===== src/rtl/stego_pkg.sv =====
// Shared constants and FSM encoding for the stego embed controller.
package stego_pkg;

  localparam int PIXELS_PER_WORD = 4;
  localparam int PIXELS_PER_READ = 3;

  typedef enum logic [1:0] {
    IDLE  = 2'd0,
    RUN   = 2'd1,
    DRAIN = 2'd2,
    DONE  = 2'd3
  } state_t;

endpackage


===== src/rtl/stego_pix_reg.sv =====
// Output pixel holding register; optionally overwrites each channel LSB with
// its message bit while loading (bit 2 -> R, bit 1 -> G, bit 0 -> B).
module stego_pix_reg
  import stego_pkg::*;
#(
  parameter int PIXEL_WIDTH = 8
) (
  input  logic                   clk,
  input  logic                   rst,
  input  logic                   load,
  input  logic                   embed,
  input  logic [2:0]             bits,
  input  logic [PIXEL_WIDTH-1:0] din_r,
  input  logic [PIXEL_WIDTH-1:0] din_g,
  input  logic [PIXEL_WIDTH-1:0] din_b,
  input  logic                   rdy,
  output logic [PIXEL_WIDTH-1:0] pix_r,
  output logic [PIXEL_WIDTH-1:0] pix_g,
  output logic [PIXEL_WIDTH-1:0] pix_b,
  output logic                   pix_vld
);

  // Channel index 2 is R so that channel gi pairs with bits[gi].
  logic [PIXELS_PER_READ-1:0][PIXEL_WIDTH-1:0] din;
  logic [PIXELS_PER_READ-1:0][PIXEL_WIDTH-1:0] chan_next;
  logic [PIXELS_PER_READ-1:0][PIXEL_WIDTH-1:0] chan_reg;

  assign din = {din_r, din_g, din_b};

  for (genvar gi = 0; gi < PIXELS_PER_READ; gi++) begin : g_chan
    assign chan_next[gi] = {din[gi][PIXEL_WIDTH-1:1], embed ? bits[gi] : din[gi][0]};
  end

  always_ff @(posedge clk) begin
    if (!rst) begin
      chan_reg <= '0;
      pix_vld  <= 1'b0;
    end else if (load) begin
      chan_reg <= chan_next;
      pix_vld  <= 1'b1;
    end else if (rdy) begin
      pix_vld  <= 1'b0;
    end
  end

  assign pix_r = chan_reg[2];
  assign pix_g = chan_reg[1];
  assign pix_b = chan_reg[0];

endmodule


===== src/rtl/stego_embed_ctrl.sv =====
// Stego embed controller: feeds packed source words into an external byte FIFO
// and drains it three bytes at a time into RGB pixels carrying message bits.
module stego_embed_ctrl
  import stego_pkg::*;
#(
  parameter int DATA_WIDTH  = 32,
  parameter int PIXEL_WIDTH = 8,
  parameter int CNT_WIDTH   = 20
) (
  input  logic                   clk,
  input  logic                   rst,
  input  logic                   start,
  input  logic [CNT_WIDTH-1:0]   num_pix,
  input  logic [CNT_WIDTH-1:0]   msg_len,
  input  logic [DATA_WIDTH-1:0]  src_data,
  input  logic                   src_vld,
  output logic                   src_rdy,
  input  logic [2:0]             msg_bits,
  input  logic                   msg_vld,
  output logic                   msg_rdy,
  output logic [DATA_WIDTH-1:0]  fifo_din,
  output logic                   fifo_wr_req,
  input  logic                   fifo_wr_vld,
  output logic                   fifo_rd_req,
  input  logic                   fifo_rd_vld,
  input  logic [PIXEL_WIDTH-1:0] fifo_dout1,
  input  logic [PIXEL_WIDTH-1:0] fifo_dout2,
  input  logic [PIXEL_WIDTH-1:0] fifo_dout3,
  output logic [PIXEL_WIDTH-1:0] pix_r,
  output logic [PIXEL_WIDTH-1:0] pix_g,
  output logic [PIXEL_WIDTH-1:0] pix_b,
  output logic                   pix_vld,
  input  logic                   pix_rdy,
  output logic                   busy,
  output logic                   done
);

  localparam logic [CNT_WIDTH-1:0] CNT_ONE = CNT_WIDTH'(1);

  state_t state_reg, state_next;

  logic [CNT_WIDTH-1:0] num_pix_reg;
  logic [CNT_WIDTH-1:0] budget_reg;   // source words still to accept
  logic [CNT_WIDTH-1:0] rd_left_reg;  // triplet reads still to issue
  logic [CNT_WIDTH-1:0] emb_cnt_reg;  // triplets still to embed
  logic [CNT_WIDTH-1:0] out_cnt_reg;
  logic                 inflight_reg;
  logic                 emb_now_reg;
  logic [2:0]           emb_bits_reg;

  logic [CNT_WIDTH-1:0] quads;
  logic [CNT_WIDTH-1:0] budget_init;
  logic [CNT_WIDTH-1:0] msg_clip;
  logic                 active;

  assign quads       = num_pix / CNT_WIDTH'(PIXELS_PER_WORD);
  assign budget_init = quads * CNT_WIDTH'(PIXELS_PER_READ);
  assign msg_clip    = (msg_len > num_pix) ? num_pix : msg_len;

  assign fifo_din    = src_data;
  assign fifo_wr_req = src_vld & src_rdy;

  always_comb begin
    state_next  = state_reg;
    active      = (state_reg == RUN) || (state_reg == DRAIN);
    // A read lands one cycle later, so the output slot must be free by then.
    fifo_rd_req = active && fifo_rd_vld && !inflight_reg && (rd_left_reg != '0) &&
                  (!pix_vld || pix_rdy) && ((emb_cnt_reg == '0) || msg_vld);
    msg_rdy     = fifo_rd_req && (emb_cnt_reg != '0);
    src_rdy     = (state_reg == RUN) && (budget_reg != '0) && fifo_wr_vld && !fifo_rd_req;
    busy        = active;
    done        = (state_reg == DONE);

    case (state_reg)
      IDLE:    if (start) state_next = RUN;
      RUN:     if (budget_reg == '0) state_next = DRAIN;
      DRAIN:   if (out_cnt_reg == num_pix_reg) state_next = DONE;
      DONE:    state_next = IDLE;
      default: state_next = IDLE;
    endcase
  end

  always_ff @(posedge clk) begin
    if (!rst) begin
      state_reg    <= IDLE;
      num_pix_reg  <= '0;
      budget_reg   <= '0;
      rd_left_reg  <= '0;
      emb_cnt_reg  <= '0;
      out_cnt_reg  <= '0;
      inflight_reg <= 1'b0;
      emb_now_reg  <= 1'b0;
      emb_bits_reg <= '0;
    end else begin
      state_reg <= state_next;
      if (state_reg == IDLE && start) begin
        num_pix_reg  <= num_pix;
        budget_reg   <= budget_init;
        rd_left_reg  <= num_pix;
        emb_cnt_reg  <= msg_clip;
        out_cnt_reg  <= '0;
        inflight_reg <= 1'b0;
        emb_now_reg  <= 1'b0;
      end else begin
        if (fifo_wr_req) budget_reg <= budget_reg - CNT_ONE;
        if (fifo_rd_req) begin
          rd_left_reg <= rd_left_reg - CNT_ONE;
          if (emb_cnt_reg != '0) emb_cnt_reg <= emb_cnt_reg - CNT_ONE;
        end
        inflight_reg <= fifo_rd_req;
        emb_now_reg  <= msg_rdy;
        emb_bits_reg <= msg_bits;
        if (pix_vld && pix_rdy) out_cnt_reg <= out_cnt_reg + CNT_ONE;
      end
    end
  end

  stego_pix_reg #(
    .PIXEL_WIDTH(PIXEL_WIDTH)
  ) u_pix_reg (
    .clk    (clk),
    .rst    (rst),
    .load   (inflight_reg),
    .embed  (emb_now_reg),
    .bits   (emb_bits_reg),
    .din_r  (fifo_dout1),
    .din_g  (fifo_dout2),
    .din_b  (fifo_dout3),
    .rdy    (pix_rdy),
    .pix_r  (pix_r),
    .pix_g  (pix_g),
    .pix_b  (pix_b),
    .pix_vld(pix_vld)
  );

endmodule


===== config.mk =====
export PLATFORM = sky130hd
export DESIGN_NAME = stego_embed_ctrl
export DESIGN_NICKNAME = d
export VERILOG_FILES = /design/src/rtl/stego_pkg.sv /design/src/rtl/stego_pix_reg.sv /design/src/rtl/stego_embed_ctrl.sv
export SDC_FILE = /design/constraint.sdc
export NUM_CORES = 1
export LEC_CHECK = 0
export BUFFER_PORTS_ARGS = -buffer_cell sky130_fd_sc_hd__clkbuf_2
export CAP_MARGIN = 20
export CORE_ASPECT_RATIO = 1.2
export CORE_MARGIN = 2
export CORE_UTILIZATION = 40
export DETAILED_ROUTE_END_ITERATION = 10
export GPL_TIMING_DRIVEN = 0
export PLACE_DENSITY = 0.64
export SYNTH_ARGS = -nofsm -noshare
export SYNTH_HDL_FRONTEND = slang
export SYNTH_HIERARCHICAL = 1
export SYNTH_SLANG_ARGS = --single-unit
export TNS_END_PERCENT = 1

===== constraint.sdc =====
create_clock -name clk -period 3.25 [get_ports clk]
set_clock_uncertainty 0.05 [all_clocks]
set_input_delay 0.975 -clock clk [delete_from_list [all_inputs] [get_ports clk]]
set_output_delay 0.975 -clock clk [all_outputs]
set_load 0.05 [all_outputs]

# Word-level counts from Yosys, hierarchy flattened
# Index checks and enable logic that the tools add are counted.
[totals]
ff_bits = 132
latchBits = 0
ram_bits = 0
romBits = 0
n_memories = 0
[op_classes]
n_addsub = 4
mul = 1
n_div = 0
order_cmp = 1
eq_ne = 7
shift = 0
mux = 17
bitwise = 2
reduce_logical = 30
[op_table]
columns = ["cell", "n"]
rows = [
  ["$mux W20", 8],
  ["$reduce_bool A20 Y1", 3],
  ["$sub A20 B1 Y20 const B", 3],
  ["$logic_not A20 Y1", 2],
  ["$add A20 B1 Y20 const B", 1],
  ["$eq A20 B20 Y1", 1],
  ["$gt A20 B20 Y1", 1],
  ["$mul A18 B2 Y20 const B", 1],
  ["$logic_and A1 B1 Y1", 11],
  ["$pmux W2 S4", 1],
  ["$reduce_bool A2 Y1", 4],
  ["$mux W2", 3],
  ["$mux W1", 5],
  ["$eq A2 B2 Y1 const B", 2],
  ["$ne A2 B1 Y1 const B", 2],
  ["$logic_not A1 Y1", 3],
  ["$logic_or A1 B1 Y1", 3],
  ["$reduce_and A3 Y1", 1],
  ["$eq A2 B1 Y1 const B", 1],
  ["$logic_not A2 Y1", 1],
  ["$ne A2 B2 Y1 const B", 1],
  ["$reduce_and A2 Y1", 1],
  ["$reduce_or A2 Y1", 1],
  ["$and A1 B1 Y1", 1],
  ["$not A1 Y1", 1],
]

# Longest topological paths before layout
# Gate-level depths: netlist of run 1.
[depth]
ltp_word = 12
mapped_depth = 11
ltp_nobuf = 10

# Cells and area by module
# Netlist of run 1, hierarchy kept.
[by_module_without_submodules]
columns = ["mod", "instances", "cells_each", "area_per_inst_um2", "seq_area_each_um2"]
rows = [
  ["stego_embed_ctrl", 1, 913, 7299.5, 2142.1],
  ["stego_pix_reg", 1, 83, 970.9, 500.5],
]

# Worst setup path before layout of run 1
# No wires, ideal clock.
[synth_path]
kind = "flip-flop to output port"
start = "reg rd_left_reg[13]"
end = "out src_rdy"
t_arrival_ps = 2643
required_ps = 2225
setup_slack_ps = -418
stages_incl_launch_ff = 9
path_buffers = 2
path_cell_list = "dfxtp_1 or4_1 or4_1 clkbuf_2 o21a_4 nand2_1 inv_1 buf_4 nor2_1"
[synth_between]
elab_chain_cells = 6
[synth_lines]
columns = ["item", "line_no", "rtl"]
rows = [
  ["start: declaration", "stego_embed_ctrl.sv:44", "logic [CNT_WIDTH-1:0] rd_left_reg;"],
  ["start signal: assignment", "stego_embed_ctrl.sv:99", "rd_left_reg <= num_pix;"],
  ["start signal: assignment", "stego_embed_ctrl.sv:107", "rd_left_reg <= rd_left_reg - CNT_ONE;"],
  ["$reduce_bool A20 Y1", "stego_embed_ctrl.sv:67", "fifo_rd_req = active && fifo_rd_vld && !inflight_reg && (rd_left_reg != '0) &&"],
  ["$logic_and A1 B1 Y1 (2 in series)", "stego_embed_ctrl.sv:67", ""],
  ["$logic_and A1 B1 Y1", "stego_embed_ctrl.sv:68", "(!pix_vld || pix_rdy) && ((emb_cnt_reg == '0) || msg_vld);"],
  ["named net fifo_rd_req", "stego_embed_ctrl.sv:24", "output logic fifo_rd_req,"],
  ["$logic_not A1 Y1", "stego_embed_ctrl.sv:70", "src_rdy = (state_reg == RUN) && (budget_reg != '0) && fifo_wr_vld && !fifo_rd_req;"],
  ["$logic_and A1 B1 Y1", "stego_embed_ctrl.sv:70", ""],
  ["end: declaration", "stego_embed_ctrl.sv:17", "output logic src_rdy,"],
]
# The timed path passes the listed nets, and every way through them passes these cells.

# Worst setup path in the final report of run 1
[layout_path]
start = "reg rd_left_reg[13]"
end = "out fifo_wr_req"
[layout_between]
elab_chain_cells = 7
[layout_lines]
columns = ["item", "line_no", "rtl"]
rows = [
  ["$reduce_bool A20 Y1", "stego_embed_ctrl.sv:67", ""],
  ["$logic_and A1 B1 Y1 (2 in series)", "stego_embed_ctrl.sv:67", ""],
  ["$logic_and A1 B1 Y1", "stego_embed_ctrl.sv:68", ""],
  ["$logic_not A1 Y1", "stego_embed_ctrl.sv:70", ""],
  ["$logic_and A1 B1 Y1", "stego_embed_ctrl.sv:70", ""],
  ["$and A1 B1 Y1", "stego_embed_ctrl.sv:61", "assign fifo_wr_req = src_vld & src_rdy;"],
  ["end: declaration", "stego_embed_ctrl.sv:22", "output logic fifo_wr_req,"],
]
# No other way between the ends.

==> results.ini, run 1 <==
[status]
outcome=complete, but fails checks
violations=negative setup slack

[detailed_routing]
drt_wl_total_um=25590
firstDrtPassIters=5
drt-met1-wl_um=10840
wl_met2_um=12300
viasPerCell=5.428
top_layer_used=met4
wire_per_inst_um=17.77
detail-route-antenna-nets=0
met3_length_um=1705
dr.first_iter.drc_count=567
vias=7816
drc_errors=0

[die]
ios=170
row_count=57
die_y_um=161.5
initial_core_util_pct=40.83
core_sq_um=20250
die_w_um=135.3
floorplan.die_area_sq_um=21850

[logic_synthesis]
ys_seq_elements=132
netlist_instances=996
synth-edff-count=0
ys_seq_area_share_pct=31.95
yosys_most_used_dff=dfxtp_1
async_flop_share_pct=0
synth_nets=1155
avgSynthCellArea_sq_um=8.304
synth.distinct_cells=71
synth_warnings=6
syn_area_sq_um=8270

[final_layout]
fin_nets=1323
layout_commonest_cell=dfxtp_1
layout_common_cells=130 x dfxtp_1, 126 x clkbuf_2, 83 x nor2_1, 83 x nand2_1, 78 x a21oi_1
utilization_pct=50.30
drive_gt1_share_pct=21.45
area_growth_pct=23.18
num_antenna_cells=0

[global_routing]
antenna_found_initial=0
first_global_vias=7297
grt.total_usage_pct=23.01
grt_max_degree=17
grt_pass1_wl_um=38720
overflow=0

[timing]
min_period_over_period_pct=111.8
drv_slew=0
layout_setup_ws_ns=-0.3847
worst_pin_slew_ns=0.8256
period_needed_ns=3.635
setup_viol=10
rsz0062_at_grt=true
hold_violations=0
maxSlewHeadroom_pct=44.71
fmax_mhz=275.1

[clocking]
path_clk_slew_ns=0.05
clock_latency_ns=0.42
cts_buffer_depth=2
cts.sinks=132
ctsHoldBuffers=0
cts-root-buf=clkbuf_16
cts-htree-levels=4
numCtsBuffers=17
cts_tree=yes

[setup_path]
cpPeakStageDelay_ns=0.54
cp.required_ns=2.22
cp_cell_sequence=or4_4 -> or4_4 -> o21a_4 -> a211oi_4 -> buf_6 -> clkbuf_16
path_max_fanout=3
cpMostUsedCell=or4_4
end_kind=output port
cp_top_family=simple AND/OR/NAND/NOR gates
crit_buf_inv=2
cpMaxStageDelayCell=or4_4
crit_type=reg2out
arrival_ns=2.61
cp-start-kind=flop

[placement]
hpwlAfterDp_um=19010
gp_congestion=0.9207
io_buffer_count=137
post-place-ws_ns=-0.6940

[job]
drv_cap=0

[pwr]
max-vdd-ir-drop_v=0.0003501
finalPower_mw=6.727
p_leak_nw=4.262
power.density_nw_per_um2=660.3

[min_path]
hp-class=reg2reg

==> cell usage after synthesis, types with 3 or more instances <==
cell	count	share of area, %
nand4_1	11	0.83
nand3_1	30	1.8
nand3b_1	6	0.54
nor2b_1	27	2.0
a21oi_1	78	4.7
a21o_1	10	0.91
and4_1	6	0.64
a311oi_1	3	0.32
and2_1	6	0.45
or4_1	6	0.54
a31oi_1	9	0.68
mux2i_1	31	3.8
inv_1	35	1.6
o31ai_1	3	0.27
and3_1	10	0.76
nand4b_1	4	0.42
o211ai_1	11	1.0
o221ai_1	11	1.2
a211oi_1	18	1.6
nor4_1	17	1.3
nor3_1	27	1.6
nor2_1	86	3.9
o21bai_1	3	0.27
o21ai_0	38	2.3
dfxtp_1	132	32
nand2_1	84	3.8
or3_1	8	0.61
ha_1	51	7.7
clkbuf_1	28	1.3
xnor2_1	37	3.9
buf_4	34	3.1
nand2b_1	5	0.38
o22ai_1	14	1.1
xor2_1	66	7.0
buf_1	7	0.32
==> metrics by stage <==
stage               cells  hold WS (ns)  TNS (ns)  cell area [sq um]
finish               1440        0.3986    -1.536              10190
global route         1440        0.4218    -2.427              10190
CTS                  1441        0.4019    -1.438              10150
detailed placement   1398        0.3946    -15.21               9301
global placement     1398        0.3923    -14.86               9301
floorplan             996        0.3815  -0.06143               8284
==> final timing paths <==
| path | start | endpoint | slack [ns] | cells past startpoint |
|---|---|---|---|---|
| max reg2reg | rd_left_reg[13] | emb_cnt_reg[10] | 0.22 | 9 |
| min | emb_bits_reg[1] | emb_bits_reg[1] | 0.40 | 2 |
| max | rd_left_reg[13] | fifo_wr_req | -0.38 | 6 |
| min reg2reg | emb_bits_reg[1] | emb_bits_reg[1] | 0.40 | 2 |
==> repair_timing <==
action / in CTS / in global routing
pin swaps: 10 / 6
setup endpoints to repair: 21 / 24
setup buffers: 13 / 0
resized for setup: 36 / 19
==> final cells by class <==
class / count / area (sq um)
clock buffer: 27 / 543.0
fill: 1962 / 10070
multi-input combinational: 753 / 5182
inverter: 36 / 137.6
timing repair buffer: 150 / 849.6
clock inverter: 3 / 40.04
sequential: 132 / 2645
buffer: 74 / 457.9
tap: 265 / 331.6
==> tightest hold or removal path: cells and delay by family (launching register included) <==
| kind | cells | cell delay [ns] |
|---|---|---|
| compound gates | 1 | 0.05 |
| flops | 1 | 0.30 |
| simple gates | 1 | 0.05 |
==> logic make-up (layout without fill, tap and decap cells) <==
group | after synthesis | after routing | synth area share [%]
simple gates | 342 | 342 | 20.68
compound gates | 224 | 224 | 17.56
flops | 132 | 132 | 31.95
buf+inv | 111 | 290 | 7.050
xor+xnor | 103 | 103 | 10.91
fa+ha+maj | 52 | 52 | 7.958
mux | 32 | 32 | 3.888
==> where the power goes <==
group          switching (mW)  internal [mW]
clock                   0.688           1.21
combinational            1.66           1.00
sequential              0.252           1.91
total                    2.60           4.12
==> routing by layer <==
metal | vias to the layer above | global-route usage [%]
met5 | - | 0
met1 | 3604 | 28.07
met4 | 0 | 8.949
met2 | 309 | 39.27
met3 | 40 | 5.148
li1 | 3863 | -
Power figures use the tool's default switching activity.
==> inputs of run 2 (changes only) <==
Settings changed: ABC_AREA set to 0, SETUP_SLACK_MARGIN set to 0.15.
==> run 2 against run 1 <==
Die area is the same; first-iteration DRC count shrank 0.71%; utilization grew 1.3 points; critical path depth grew 1; via count grew 1.7%; sequential share of layout area shrank 0.67 points; the flow still finishes with violations (negative setup slack); power grew 1.9%.
==> results.ini, run 2 (synthesized netlist as in run 1, its figures left out) <==
[status]
outcome=complete, but fails checks
violations=negative setup slack

[global_routing]
grt_max_degree=17  ; unchanged
overflow=0  ; unchanged
grt.total_usage_pct=23.48  ; +0.47 points
first_global_vias=7496  ; +2.7%
grt_pass1_wl_um=39810  ; +2.8%
antenna_found_initial=0  ; unchanged

[clocking]
path_clk_slew_ns=0.05  ; about the same
cts.sinks=132  ; unchanged
numCtsBuffers=17  ; unchanged
clock_latency_ns=0.42  ; about the same
cts-root-buf=clkbuf_16
cts-htree-levels=4  ; unchanged
cts_tree=yes
cts_buffer_depth=2  ; unchanged
ctsHoldBuffers=0  ; unchanged

[die]
floorplan.die_area_sq_um=21850  ; unchanged
initial_core_util_pct=40.83  ; unchanged
die_w_um=135.3  ; unchanged
core_sq_um=20250  ; unchanged
die_y_um=161.5  ; unchanged
ios=170  ; unchanged
row_count=57  ; unchanged

[job]
drv_cap=0  ; unchanged

[timing]
layout_setup_ws_ns=-0.3845  ; +0.0002290 ns
period_needed_ns=3.634  ; -0.0002290 ns
min_period_over_period_pct=111.8  ; about the same
setup_viol=4  ; -6
worst_pin_slew_ns=0.9640  ; +0.1384 ns
tns_ns=-1.412  ; +0.1233 ns
maxSlewHeadroom_pct=35.45  ; -9.3 points
rsz0062_at_grt=true
hold_violations=0  ; unchanged
drv_slew=0  ; unchanged
fmax_mhz=275.1  ; about the same

[placement]
gp_congestion=0.9177  ; -0.33%
io_buffer_count=137  ; unchanged
dp_cells=1398  ; unchanged
hpwlAfterDp_um=19170  ; +0.84%

[final_layout]
layout_common_cells=131 x dfxtp_1, 118 x clkbuf_2, 83 x nor2_1, 83 x nand2_1, 77 x a21oi_1
fin_nets=1324  ; +0.076%
num_antenna_cells=0  ; unchanged
drive_gt1_share_pct=23.28  ; +1.8 points
layout_commonest_cell=dfxtp_1
area_growth_pct=26.37
instances_no_fill=1442  ; +0.14%

[detailed_routing]
wl_met2_um=12170  ; -1.0%
firstDrtPassIters=5  ; unchanged
detail-route-antenna-nets=0  ; unchanged
viasPerCell=5.512  ; +1.6%
drc_errors=0  ; unchanged
met3_length_um=1877  ; +10%
top_layer_used=met4
vias=7949  ; +1.7%
drt-met1-wl_um=10760  ; -0.77%
dr.first_iter.drc_count=563  ; -0.71%
wire_per_inst_um=17.99  ; +1.2%
drt_wl_total_um=25940  ; +1.4%

[pwr]
max-vdd-ir-drop_v=0.0003858  ; +10%
p_leak_nw=4.322  ; +1.4%
power.density_nw_per_um2=656.0  ; -0.66%

[setup_path]
arrival_ns=2.61  ; about the same
crit_type=reg2out
cp-start-kind=flop
cp.required_ns=2.22  ; about the same
path_max_fanout=5  ; +2
end_kind=output port

[min_path]
hp-class=reg2reg

[run 2: changes by cell type in the layout (fill, tap and decap cells not counted), sizes merged]
cell and delta:
clkinv +3, buf +11, clkinvlp +2, clkbuf -16, bufinv +2
[run 2: final cells by class]
class	instances	area [sq um]
Tap cell	265	331.6
Timing Repair Buffer	150	954.7
Multi-Input combinational cell	753	5298
Buffer	75	483.0
Sequential cell	132	2644
Clock inverter	10	130.1
Fill cell	1951	9803
Clock buffer	21	470.5
Inverter	36	140.1
[run 2: routing by layer]
layer,vias up,global-route usage (%)
li1,3862,-
met1,3674,28.62
met2,344,39.09
met3,69,4.771
met4,0,11.93
met5,-,0
[run 2: report_power, final]
part	internal (mW)	total, mW	leakage, nW	switching, mW
logic	1.04	2.74	2.95	1.70
clock network	1.25	1.95	0.294	0.701
registers	1.91	2.16	1.08	0.251
[run 2: critical path, cell delays in order (launching register included)]
cell       delay, ns
dfxtp_2         0.32
or4_1           0.51
or4_4           0.44
buf_8           0.14
o21a_4          0.23
a211oi_4        0.25
buf_6           0.15
clkbuf_16       0.15
[run 2: repair_timing]
item | CTS | global route
gates resized for setup | 70 | 49
pin swaps | 18 | 10
endpoints found under the setup margin | 26 | 33
buffers inserted | 12 | 1
[run 2: per-stage QoR]
step | hold WS [ns] | total power [mW] | cell area, sq um | setup slack [ns] | util (%)
global route | 0.4136 | 7.222 | 10450 | -0.4757 | 51.60
floorplan | 0.3815 | 3.901 | 8289 | -0.01816 | -
finish | 0.4019 | 6.856 | 10450 | -0.3845 | 51.60
global placement | 0.3920 | 4.572 | 9306 | -0.8004 | 45.95
CTS | 0.4065 | 6.799 | 10330 | -0.4305 | 50.99
detailed placement | 0.4006 | 4.604 | 9306 | -0.8047 | 45.95
[run 2: path summary, 6_finish.rpt]
path	slack, ns	start	depth (start not counted)	endpoint
min	0.40	emb_bits_reg[2]	2	emb_bits_reg[2]
min reg2reg	0.40	emb_bits_reg[2]	2	emb_bits_reg[2]
max reg2reg	0.14	state_reg[0]	12	emb_cnt_reg[8]
max	-0.38	rd_left_reg[13]	7	fifo_wr_req
